===== src/rtl/mask_pkg.sv =====
// Shared constants for the mask overlay: register map offsets, limits and
// the coordinate index used to address the per-rectangle coordinate banks.
package mask_pkg;

  // Register map, relative to the block's base address.
  localparam int         RECT_STRIDE  = 8;
  localparam logic [7:0] OFS_EN       = 8'h20;
  localparam logic [7:0] OFS_FILL_L   = 8'h21;
  localparam logic [7:0] OFS_FILL_H   = 8'h22;
  localparam int         WINDOW_BYTES = 35;

  // Limits and defaults.
  localparam int MAX_NUM_RECT = 4;
  localparam int DEFAULT_CW   = 11;

  // Each rectangle holds four coordinates; the register map stores them in
  // this order, two bytes apiece.
  typedef enum logic [1:0] {
    COORD_X0 = 2'd0,
    COORD_Y0 = 2'd1,
    COORD_X1 = 2'd2,
    COORD_Y1 = 2'd3
  } coord_e;

endpackage


===== src/rtl/mask_rect_cmp.sv =====
// Combinational hit test of one pixel position against one mask rectangle.
module mask_rect_cmp
  import mask_pkg::*;
#(
  parameter int CW = DEFAULT_CW
) (
  input  logic [CW-1:0] x,
  input  logic [CW-1:0] y,
  input  logic [CW-1:0] x0,
  input  logic [CW-1:0] y0,
  input  logic [CW-1:0] x1,
  input  logic [CW-1:0] y1,
  input  logic          en,
  output logic          hit
);

  // Inclusive unsigned box test; an inverted box (x0>x1 or y0>y1) cannot
  // satisfy both sides of its comparison pair, so it never hits.
  assign hit = en & (x >= x0) & (x <= x1) & (y >= y0) & (y <= y1);

endmodule


===== src/rtl/mask_overlay.sv =====
// Privacy-mask overlay on a DVP-style RGB565 stream. Up to four rectangles
// are programmed through a byte-wide register window into staging registers,
// copied to the active bank at each frame start, and pixels inside any
// enabled active rectangle are replaced by the fill colour. All outputs are
// a one-cycle registered copy of the input stream.
module mask_overlay
  import mask_pkg::*;
#(
  parameter int         NUM_RECT  = 4,
  parameter int         CW        = DEFAULT_CW,
  parameter logic [7:0] ADDR_BASE = 8'h40
) (
  input  logic        clk,
  input  logic        rst,
  input  logic [7:0]  reg_addr,
  input  logic [7:0]  reg_data,
  input  logic        reg_wr,
  input  logic        vsync_i,
  input  logic        href_i,
  input  logic        valid_i,
  input  logic [15:0] data_i,
  output logic        vsync_o,
  output logic        href_o,
  output logic        valid_o,
  output logic [15:0] data_o
);

  localparam logic [CW-1:0] CMAX = '1;

  // Register decode. The offset is formed one bit wider than the address so
  // that addresses below the base wrap far above the window and are rejected
  // by the same range compare.
  logic [8:0] w_ofs;
  logic       w_in_win;
  logic       w_wr_rect;
  logic       w_wr_en;
  logic       w_wr_fill_l;
  logic       w_wr_fill_h;

  assign w_ofs       = {1'b0, reg_addr} - {1'b0, ADDR_BASE};
  assign w_in_win    = reg_wr & (w_ofs < 9'(WINDOW_BYTES));
  assign w_wr_rect   = w_in_win & (w_ofs < {1'b0, OFS_EN});
  assign w_wr_en     = w_in_win & (w_ofs == {1'b0, OFS_EN});
  assign w_wr_fill_l = w_in_win & (w_ofs == {1'b0, OFS_FILL_L});
  assign w_wr_fill_h = w_in_win & (w_ofs == {1'b0, OFS_FILL_H});

  // Staging bank (written by software) and active bank (used by the datapath).
  logic [CW-1:0]       r_stg [NUM_RECT][4];
  logic [CW-1:0]       r_act [NUM_RECT][4];
  logic [NUM_RECT-1:0] r_stg_en;
  logic [NUM_RECT-1:0] r_act_en;
  logic [15:0]         r_stg_fill;
  logic [15:0]         r_act_fill;

  // Edge detection and position counters.
  logic          r_vsync_d;
  logic          r_href_d;
  logic          w_vs_rise;
  logic          w_href_rise;
  logic          w_href_fall;
  logic [CW-1:0] r_x_next;  // column the next valid pixel on this line will take
  logic [CW-1:0] w_x;       // column of the pixel presented this cycle
  logic [CW-1:0] r_y;

  assign w_vs_rise   = vsync_i & ~r_vsync_d;
  assign w_href_rise = href_i & ~r_href_d;
  assign w_href_fall = ~href_i & r_href_d;
  assign w_x         = w_href_rise ? '0 : r_x_next;

  // Software writes land in staging; rectangles beyond NUM_RECT fall outside
  // the loop and are dropped, and unused high bits of a byte are discarded.
  always_ff @(posedge clk) begin
    if (rst) begin
      // NOTE: every staging entry is reset, not just the enables: these are a
      // handful of flops (not RAM), and stale coordinates must never reach the
      // active bank after a reset.
      for (int k = 0; k < NUM_RECT; k++) begin
        for (int c = 0; c < 4; c++) begin
          r_stg[k][c] <= '0;
        end
      end
      r_stg_en   <= '0;
      r_stg_fill <= '0;
    end else begin
      for (int k = 0; k < NUM_RECT; k++) begin
        for (int c = 0; c < 4; c++) begin
          if (w_wr_rect && (w_ofs[4:3] == 2'(k)) && (w_ofs[2:1] == 2'(c))) begin
            if (w_ofs[0]) begin
              r_stg[k][c][CW-1:8] <= reg_data[CW-9:0];
            end else begin
              r_stg[k][c][7:0] <= reg_data;
            end
          end
        end
      end
      if (w_wr_en)     r_stg_en         <= reg_data[NUM_RECT-1:0];
      if (w_wr_fill_l) r_stg_fill[7:0]  <= reg_data;
      if (w_wr_fill_h) r_stg_fill[15:8] <= reg_data;
    end
  end

  // Frame-start shadow copy: a write in the copy cycle still only reaches
  // staging, so it waits for the following frame.
  always_ff @(posedge clk) begin
    if (rst) begin
      for (int k = 0; k < NUM_RECT; k++) begin
        for (int c = 0; c < 4; c++) begin
          r_act[k][c] <= '0;
        end
      end
      r_act_en   <= '0;
      r_act_fill <= '0;
    end else if (w_vs_rise) begin
      r_act      <= r_stg;
      r_act_en   <= r_stg_en;
      r_act_fill <= r_stg_fill;
    end
  end

  // Sync edge detectors and saturating column/line counters.
  always_ff @(posedge clk) begin
    if (rst) begin
      r_vsync_d <= 1'b0;
      r_href_d  <= 1'b0;
      r_x_next  <= '0;
      r_y       <= '0;
    end else begin
      // NOTE: non-blocking assignments throughout clocked logic, so every
      // register samples pre-edge values regardless of statement order.
      r_vsync_d <= vsync_i;
      r_href_d  <= href_i;
      if (valid_i) begin
        r_x_next <= (w_x == CMAX) ? w_x : w_x + 1'b1;
      end else begin
        r_x_next <= w_x;
      end
      if (w_vs_rise) begin
        r_y <= '0;
      end else if (w_href_fall && (r_y != CMAX)) begin
        r_y <= r_y + 1'b1;
      end
    end
  end

  // One comparator per rectangle against the active bank.
  logic [NUM_RECT-1:0] w_hit;

  for (genvar k = 0; k < NUM_RECT; k++) begin : g_rect
    mask_rect_cmp #(
      .CW (CW)
    ) u_cmp (
      .x   (w_x),
      .y   (r_y),
      .x0  (r_act[k][COORD_X0]),
      .y0  (r_act[k][COORD_Y0]),
      .x1  (r_act[k][COORD_X1]),
      .y1  (r_act[k][COORD_Y1]),
      .en  (r_act_en[k]),
      .hit (w_hit[k])
    );
  end

  // Output register: syncs and pixel travel together with one cycle latency.
  logic        r_vsync_o;
  logic        r_href_o;
  logic        r_valid_o;
  logic [15:0] r_data_o;

  always_ff @(posedge clk) begin
    if (rst) begin
      r_vsync_o <= 1'b0;
      r_href_o  <= 1'b0;
      r_valid_o <= 1'b0;
      r_data_o  <= '0;
    end else begin
      r_vsync_o <= vsync_i;
      r_href_o  <= href_i;
      r_valid_o <= valid_i;
      r_data_o  <= (valid_i && (|w_hit)) ? r_act_fill : data_i;
    end
  end

  assign vsync_o = r_vsync_o;
  assign href_o  = r_href_o;
  assign valid_o = r_valid_o;
  assign data_o  = r_data_o;

endmodule


===== config.mk =====
export PLATFORM = sky130hd
export DESIGN_NAME = mask_overlay
export DESIGN_NICKNAME = d
export VERILOG_FILES = /design/src/rtl/mask_pkg.sv /design/src/rtl/mask_rect_cmp.sv /design/src/rtl/mask_overlay.sv
export SDC_FILE = /design/constraint.sdc
export NUM_CORES = 1
export LEC_CHECK = 0
export ABC_AREA = 1
export CAP_MARGIN = 20
export CORE_AREA = 4 4 213 215
export CTS_CLUSTER_DIAMETER = 60
export DETAILED_ROUTE_END_ITERATION = 8
export DIE_AREA = 0 0 217 219
export GPL_TIMING_DRIVEN = 0
export HOLD_SLACK_MARGIN = 0.02
export PLACE_DENSITY = 0.64
export SKIP_LAST_GASP = 1
export SLEW_MARGIN = 0
export SYNTH_ARGS = -nofsm -noshare
export SYNTH_HDL_FRONTEND = slang
export SYNTH_SLANG_ARGS = --single-unit

===== constraint.sdc =====
create_clock -name clk -period 3.6 [get_ports clk]
set_input_delay 0.36 -clock clk [delete_from_list [all_inputs] [get_ports clk]]
set_output_delay 0.36 -clock clk [all_outputs]
set_load 0.1 [all_outputs]

==> results of run 1 <==
[report_power, final]
part / total (W) / switching [W] / internal [W]
Sequential: 0.00499 / 0.0000495 / 0.00494
Combinational: 0.00120 / 0.000841 / 0.000355
Clock: 0.00517 / 0.00205 / 0.00313
Total: 0.0114 / 0.00294 / 0.00843
[per-stage QoR]
stage	cells	util, %	instance area (sq um)	setup WS (ns)
2_1_floorplan	2476	-	19300	0.358
3_3_place_gp	3122	47.1	20600	-0.784
3_5_place_dp	3129	47.3	20700	-0.403
4_1_cts	3216	51.1	22400	0.180
5_1_grt	3222	51.3	22400	0.0902
6_report	3222	51.3	22400	0.294
[logic make-up (layout without fill, tap and decap cells)]
| kind of cell | Yosys count | count (layout) | share of synthesized area (%) |
|---|---|---|---|
| and+or+nand+nor | 548 | 548 | 12.0 |
| AOI/OAI and AO/OA | 906 | 906 | 23.9 |
| adders and majority gates | 164 | 164 | 10.6 |
| DFF | 433 | 433 | 44.9 |
| xor gates and xnor gates | 2 | 2 | 0.0907 |
| buffers and inverters | 423 | 577 | 8.47 |
[worst max-delay path, delay by kind of cell, from the launching register on]
| kind | cells | cell delay [ns] |
|---|---|---|
| adders and majority gates | 1 | 0.35 |
| AOI/OAI and AO/OA | 1 | 0.20 |
| and+or+nand+nor | 11 | 1.28 |
| buffers and inverters | 4 | 0.91 |
| DFF | 1 | 0.43 |
[layout by cell type, fill, tap and decap left out, types with 5 or more instances in the layout]
cell type,instances
a211oi_1,11
a21oi_1,444
buf_2,15
buf_6,9
bufinv_16,6
clkbuf_1,112
clkbuf_16,48
clkbuf_8,12
clkdlybuf4s50_1,54
clkinv_1,10
clkinv_2,9
clkinvlp_4,6
dfxtp_1,433
ha_1,164
inv_1,277
nand2_1,200
nand3_1,65
nand4_1,23
nor2_1,217
nor2_2,5
nor3_1,18
o21a_1,11
o21ai_0,424
[registers in the layout, summed over array words and instances, names as in the netlist]
signal,cells
r_act,176
r_stg,176
data_o,16
r_act_fill,16
r_stg_fill,16
r_x_next,11
r_y,11
r_act_en,4
r_stg_en,4
href_o,1
valid_o,1
vsync_o,1
[metal layers]
layer	up-vias	wire, um	part of all wire [%]	global-route usage [%]
met5	-	0	0	0
met4	0	2870	4.6	11.4
met3	157	5960	9.5	5.97
met2	710	26800	43	39.9
met1	8126	27200	43	34.5
li1	8580	-	-	-
[area by class of cell]
type,count,area share (%)
multi-input cells,1620,40.2
flip-flops and latches,433,38.6
plain buffers,131,2.41
clock buffers,64,6.15
inverters,292,4.90
clock inverters,23,1.33
well taps,592,3.30
repair buffers,67,3.12
[final timing paths]
path	startpoint	slack, ns	end
max	href_o$_SDFF_PP0_	0.29	data_o[6]$_SDFF_PP0_
max reg2reg	href_o$_SDFF_PP0_	0.29	data_o[6]$_SDFF_PP0_
min reg2reg	r_act_fill[12]$_SDFFE_PP0P_	0.45	r_act_fill[12]$_SDFFE_PP0P_
min	vsync_i	0.32	vsync_o$_SDFF_PP0_
[synthesized netlist by cell type (all sizes together)]
master,n
a21boi,5
a21o,2
nand2,206
a21oi,444
a211oi,11
clkbuf,108
nand3,66
o21a,11
o21ai,426
o21bai,4
o211ai,1
nor4,3
nor3,20
nand3b,2
or2,1
nand4,23
ha,164
buf,23
nor2,223
clkinv,10
a31oi,1
inv,282
a221oi,1
dfxtp,433
and2,1
and3,3
xor2,2
[repair_timing]
| action | in CTS | in global routing |
|---|---|---|
| gates resized for setup | 0 | 2 |
| buffers inserted | 0 | 4 |
| hold buffers | 0 | 0 |
| endpoints found under the setup margin | 0 | 16 |
==> flow_summary.ini, run 1 <==
[yosys]
yosys.area.top_type = dfxtp_1
ys_warn_count = 0
syn_inst = 2476
synthTopCellsByArea = dfxtp_1 45%, a21oi_1 12%, o21ai_0 11%
synth_seq_cells = 433
syn_avg_cell_area_sq_um = 7.80
ys_seq_area_share_pct = 44.9
syn-num-nets = 2678
synth.distinct_cells = 39
synth.top_cell.area_share_pct = 44.9
syn_area_sq_um = 19300

[detailed_routing]
postRouteAntennaNets = 0
num_vias = 17600
drc = 0
drt_iter0_drc = 1375
wl_um = 62800
wl_per_cell_um = 19.5
viasPerCell = 5.45
drtPass1Iterations = 6

[worst_setup_path]
cp_slowest_cell = inv_1
criticalPathCategory = flip-flop to flip-flop
crit_fanout = 10
cp.arrival_ns = 3.78
endpoint_kind = flip-flop
path_cells = inv_2 > nand2_4 > buf_6 > nand2_1 > inv_1 > ha_1 > nand2_1 > nor2_1 > a211oi_1 > nand4_1 > nand3_1 > nand2_1 > nor2_2 > nor2_4 > buf_6 > nor2_1 > nor2_1
ff2ff_path_depth = 17
slowest_delay_ns = 0.47
required_ns = 4.08
cp-start-kind = flip-flop

[clock_tree]
clock-root-buffer = clkbuf_16
cts_tree = built
clk_pin_slew_ns = 0.06
clock_latency_ns = 0.59
cts_max_level = 2
ctsLongestPathBuffers = 3
cts_made_buffers = 47
cts_sinks = 433

[timing]
rsz0062_at_grt = false
slew_headroom_pct = 20.0
finalHoldViolCount = 0
drv_slew = 0
max_freq_ghz = 0.302
hold_slack_ns = 0.321
final.period_utilization_pct = 91.8
period_needed_ns = 3.31
worstMarginPinSlew_ns = 1.20
setup_viol = 0
skew_ns = 0.0191
tns_ns = 0

[power]
vdd_ir_drop_max_mv = 0.332
total_power_w = 0.0114
power_leakage_nw = 9.40
p_per_area_nw_per_um2 = 506

[global_route]
grt_max_degree = 14
grt_usage_pct = 25.8
grt_pass1_wl_um = 94000
first_global_vias = 16300
gr-total-overflow = 0
antenna_found_initial = 0

[floorplanning]
dieArea_sq_um = 47500
die_w_um = 217
coreArea_sq_um = 43700
pin_count = 57
start_util_pct = 44.2
num_rows = 77
dieHeight_um = 219

[place]
finalWeightedCongestion = 0.921
portBuffers = 54
hpwl_um = 42900

[final_layout]
multi_input_area_sq_um = 9010
n_fill_cell = 4271
diodes = 0
drive_above_1_share_pct = 5.21
fin_nets = 2794
ff_latch_area_sq_um = 8670
area_growth_pct = 16.2

[min_path]
hold_path_depth = 3
hold_class = input port to flip-flop

[status]
status = finished clean

[job]
maxCapViolCount = 0
Power figures use the tool's default switching activity.
==> inputs of run 2 (changes only) <==
GPL_TIMING_DRIVEN = 1   (was 0)
==> flow_summary.ini, run 2 (same netlist as run 1, synthesis figures left out) <==
[clock_tree]
cts_sinks = 433
cts_resized = 0
clock_latency_ns = 0.58
cts_made_buffers = 46
clk_pin_slew_ns = 0.06
post_cts_buffers = 0
cts_tree = built
ctsLongestPathBuffers = 3
cts_max_level = 2
cts_hold_buf = 0
clock-root-buffer = clkbuf_16

[place]
finalWeightedCongestion = 0.882
hpwl_um = 33800
place_area_sq_um = 20500
portBuffers = 56

[timing]
skew_ns = 0.0250
period_needed_ns = 2.99
tns_ns = 0
finalHoldViolCount = 0
hold_slack_ns = 0.357
setup_viol = 0
drv_slew = 0
worstMarginPinSlew_ns = 0.993
final.period_utilization_pct = 83.0
max_freq_ghz = 0.335
rsz0062_at_grt = false
slew_headroom_pct = 33.6

[power]
p_switching_w = 0.00278
p_per_area_nw_per_um2 = 496
intPower_w = 0.00818
vdd_ir_drop_max_mv = 0.416
clock_power_share_pct = 44.3
power_leakage_nw = 9.32
pwr-share-seq_pct = 45.6
power_frac_comb_pct = 10.2
switching_share_pct = 25.3

[detailed_routing]
wl_um = 51500
drt_iter0_drc = 1046
drtPass1Iterations = 5
postRouteAntennaNets = 0
drc = 0
wl_per_cell_um = 16.5
viasPerCell = 5.26
num_vias = 16500

[global_route]
grt_pass1_wl_um = 82600
grt_max_degree = 157
antenna_found_initial = 0
first_global_vias = 15800
gr-total-overflow = 0
grt_usage_pct = 21.6

[floorplanning]
dieHeight_um = 219
num_rows = 77
dieArea_sq_um = 47500
coreArea_sq_um = 43700
die_w_um = 217
pin_count = 57
start_util_pct = 44.2

[job]
maxCapViolCount = 0

[worst_setup_path]
path_common_cell = nor2_1
endpoint_kind = flip-flop
path_cells = clkdlybuf4s50_1 > inv_1 > nor2_1 > buf_4 > nor2_1 > buf_4 > ha_1 > a21oi_1 > nor2_1 > a211oi_1 > nand2_1 > nand3_1 > nor2_1 > nor2_2 > nand2_2 > nand3_1 > nand2_1 > nor2_1
timing.rr.start = href_o$_SDFF_PP0_
cp-start-kind = input port
cp_slowest_cell = clkdlybuf4s50_1
required_ns = 4.11
crit_fanout = 16
ff2ff_path_depth = 16
cp_num_buf_inv = 4
r2r-end = data_o[7]$_SDFF_PP0_
criticalPathCategory = input port to flip-flop
cp.arrival_ns = 3.50
slowest_delay_ns = 0.51
r2r_setup_slack_ns = 0.63
crit_family = simple AND/OR/NAND/NOR gates

[min_path]
hold_path_depth = 3
hold_class = input port to flip-flop
hp-start = vsync_i
min_to = vsync_o$_SDFF_PP0_

[final_layout]
final_common_cell = a21oi_1
diodes = 0
area_growth_pct = 14.3
drive_above_1_share_pct = 5.68
fin_nets = 2701
largest_registers = r_act (176), r_stg (176)
final_cell_mix = 444 x a21oi_1, 433 x dfxtp_1, 424 x o21ai_0
design_area_sq_um = 22100

[status]
status = finished clean
run 2: layout make-up:
| type | instances | area, sq um |
|---|---|---|
| Clock buffer | 68 | 1360 |
| Timing Repair Buffer | 106 | 998 |
| Fill cell | 4304 | 21700 |
| Clock inverter | 16 | 194 |
| Inverter | 292 | 1110 |
| Multi-Input combinational cell | 1620 | 9010 |
| Tap cell | 592 | 741 |
| Sequential cell | 433 | 8670 |
run 2: worst min-delay path, delay by kind of cell:
kind | cells | cell delay, ns
and+or+nand+nor | 1 | 0.04
buffers and inverters | 2 | 0.48
run 2: how the worst max path moves through the flow:
stage,startpoint,endpoint,slack (ns),depth (start not counted)
final,href_i,data_o[7]$_SDFF_PP0_,0.61,18
after global routing,href_i,data_o[14]$_SDFF_PP0_,0.32,18
after CTS,href_i,data_o[14]$_SDFF_PP0_,0.66,18
after detailed placement,href_i,data_o[7]$_SDFF_PP0_,0.08,18
after global placement,href_i,data_o[12]$_SDFF_PP0_,0.23,18
after floorplan,href_o$_SDFF_PP0_,data_o[10]$_SDFF_PP0_,0.36,20
run 2: metal layers:
metal	GRT usage (%)	wire (um)	share of wire, %
met5	0	0	0
met3	2.82	2500	4.8
met2	37.8	24500	47
met1	27.5	23000	45
met4	7.53	1520	2.9
run 2: power by group through the flow:
| stage | clock [W] | sequential, W | combinational [W] |
|---|---|---|---|
| 2_1_floorplan | 0 | 0.00519 | 0.000675 |
| 3_3_place_gp | 0 | 0.00510 | 0.00109 |
| 3_5_place_dp | 0 | 0.00510 | 0.00111 |
| 4_1_cts | 0.00494 | 0.00499 | 0.00112 |
| 5_1_grt | 0.00513 | 0.00500 | 0.00125 |
| 6_report | 0.00485 | 0.00499 | 0.00112 |
run 2: per-stage QoR:
stage               std cells  worst slack, ns  total power (W)  util, %
floorplan                2476            0.358          0.00586        -
global placement         3043            0.234          0.00618     46.9
detailed placement       3043           0.0797          0.00621     46.9
CTS                      3127            0.664           0.0111     50.5
global route             3127            0.317           0.0114     50.5
finish                   3127            0.611           0.0110     50.5
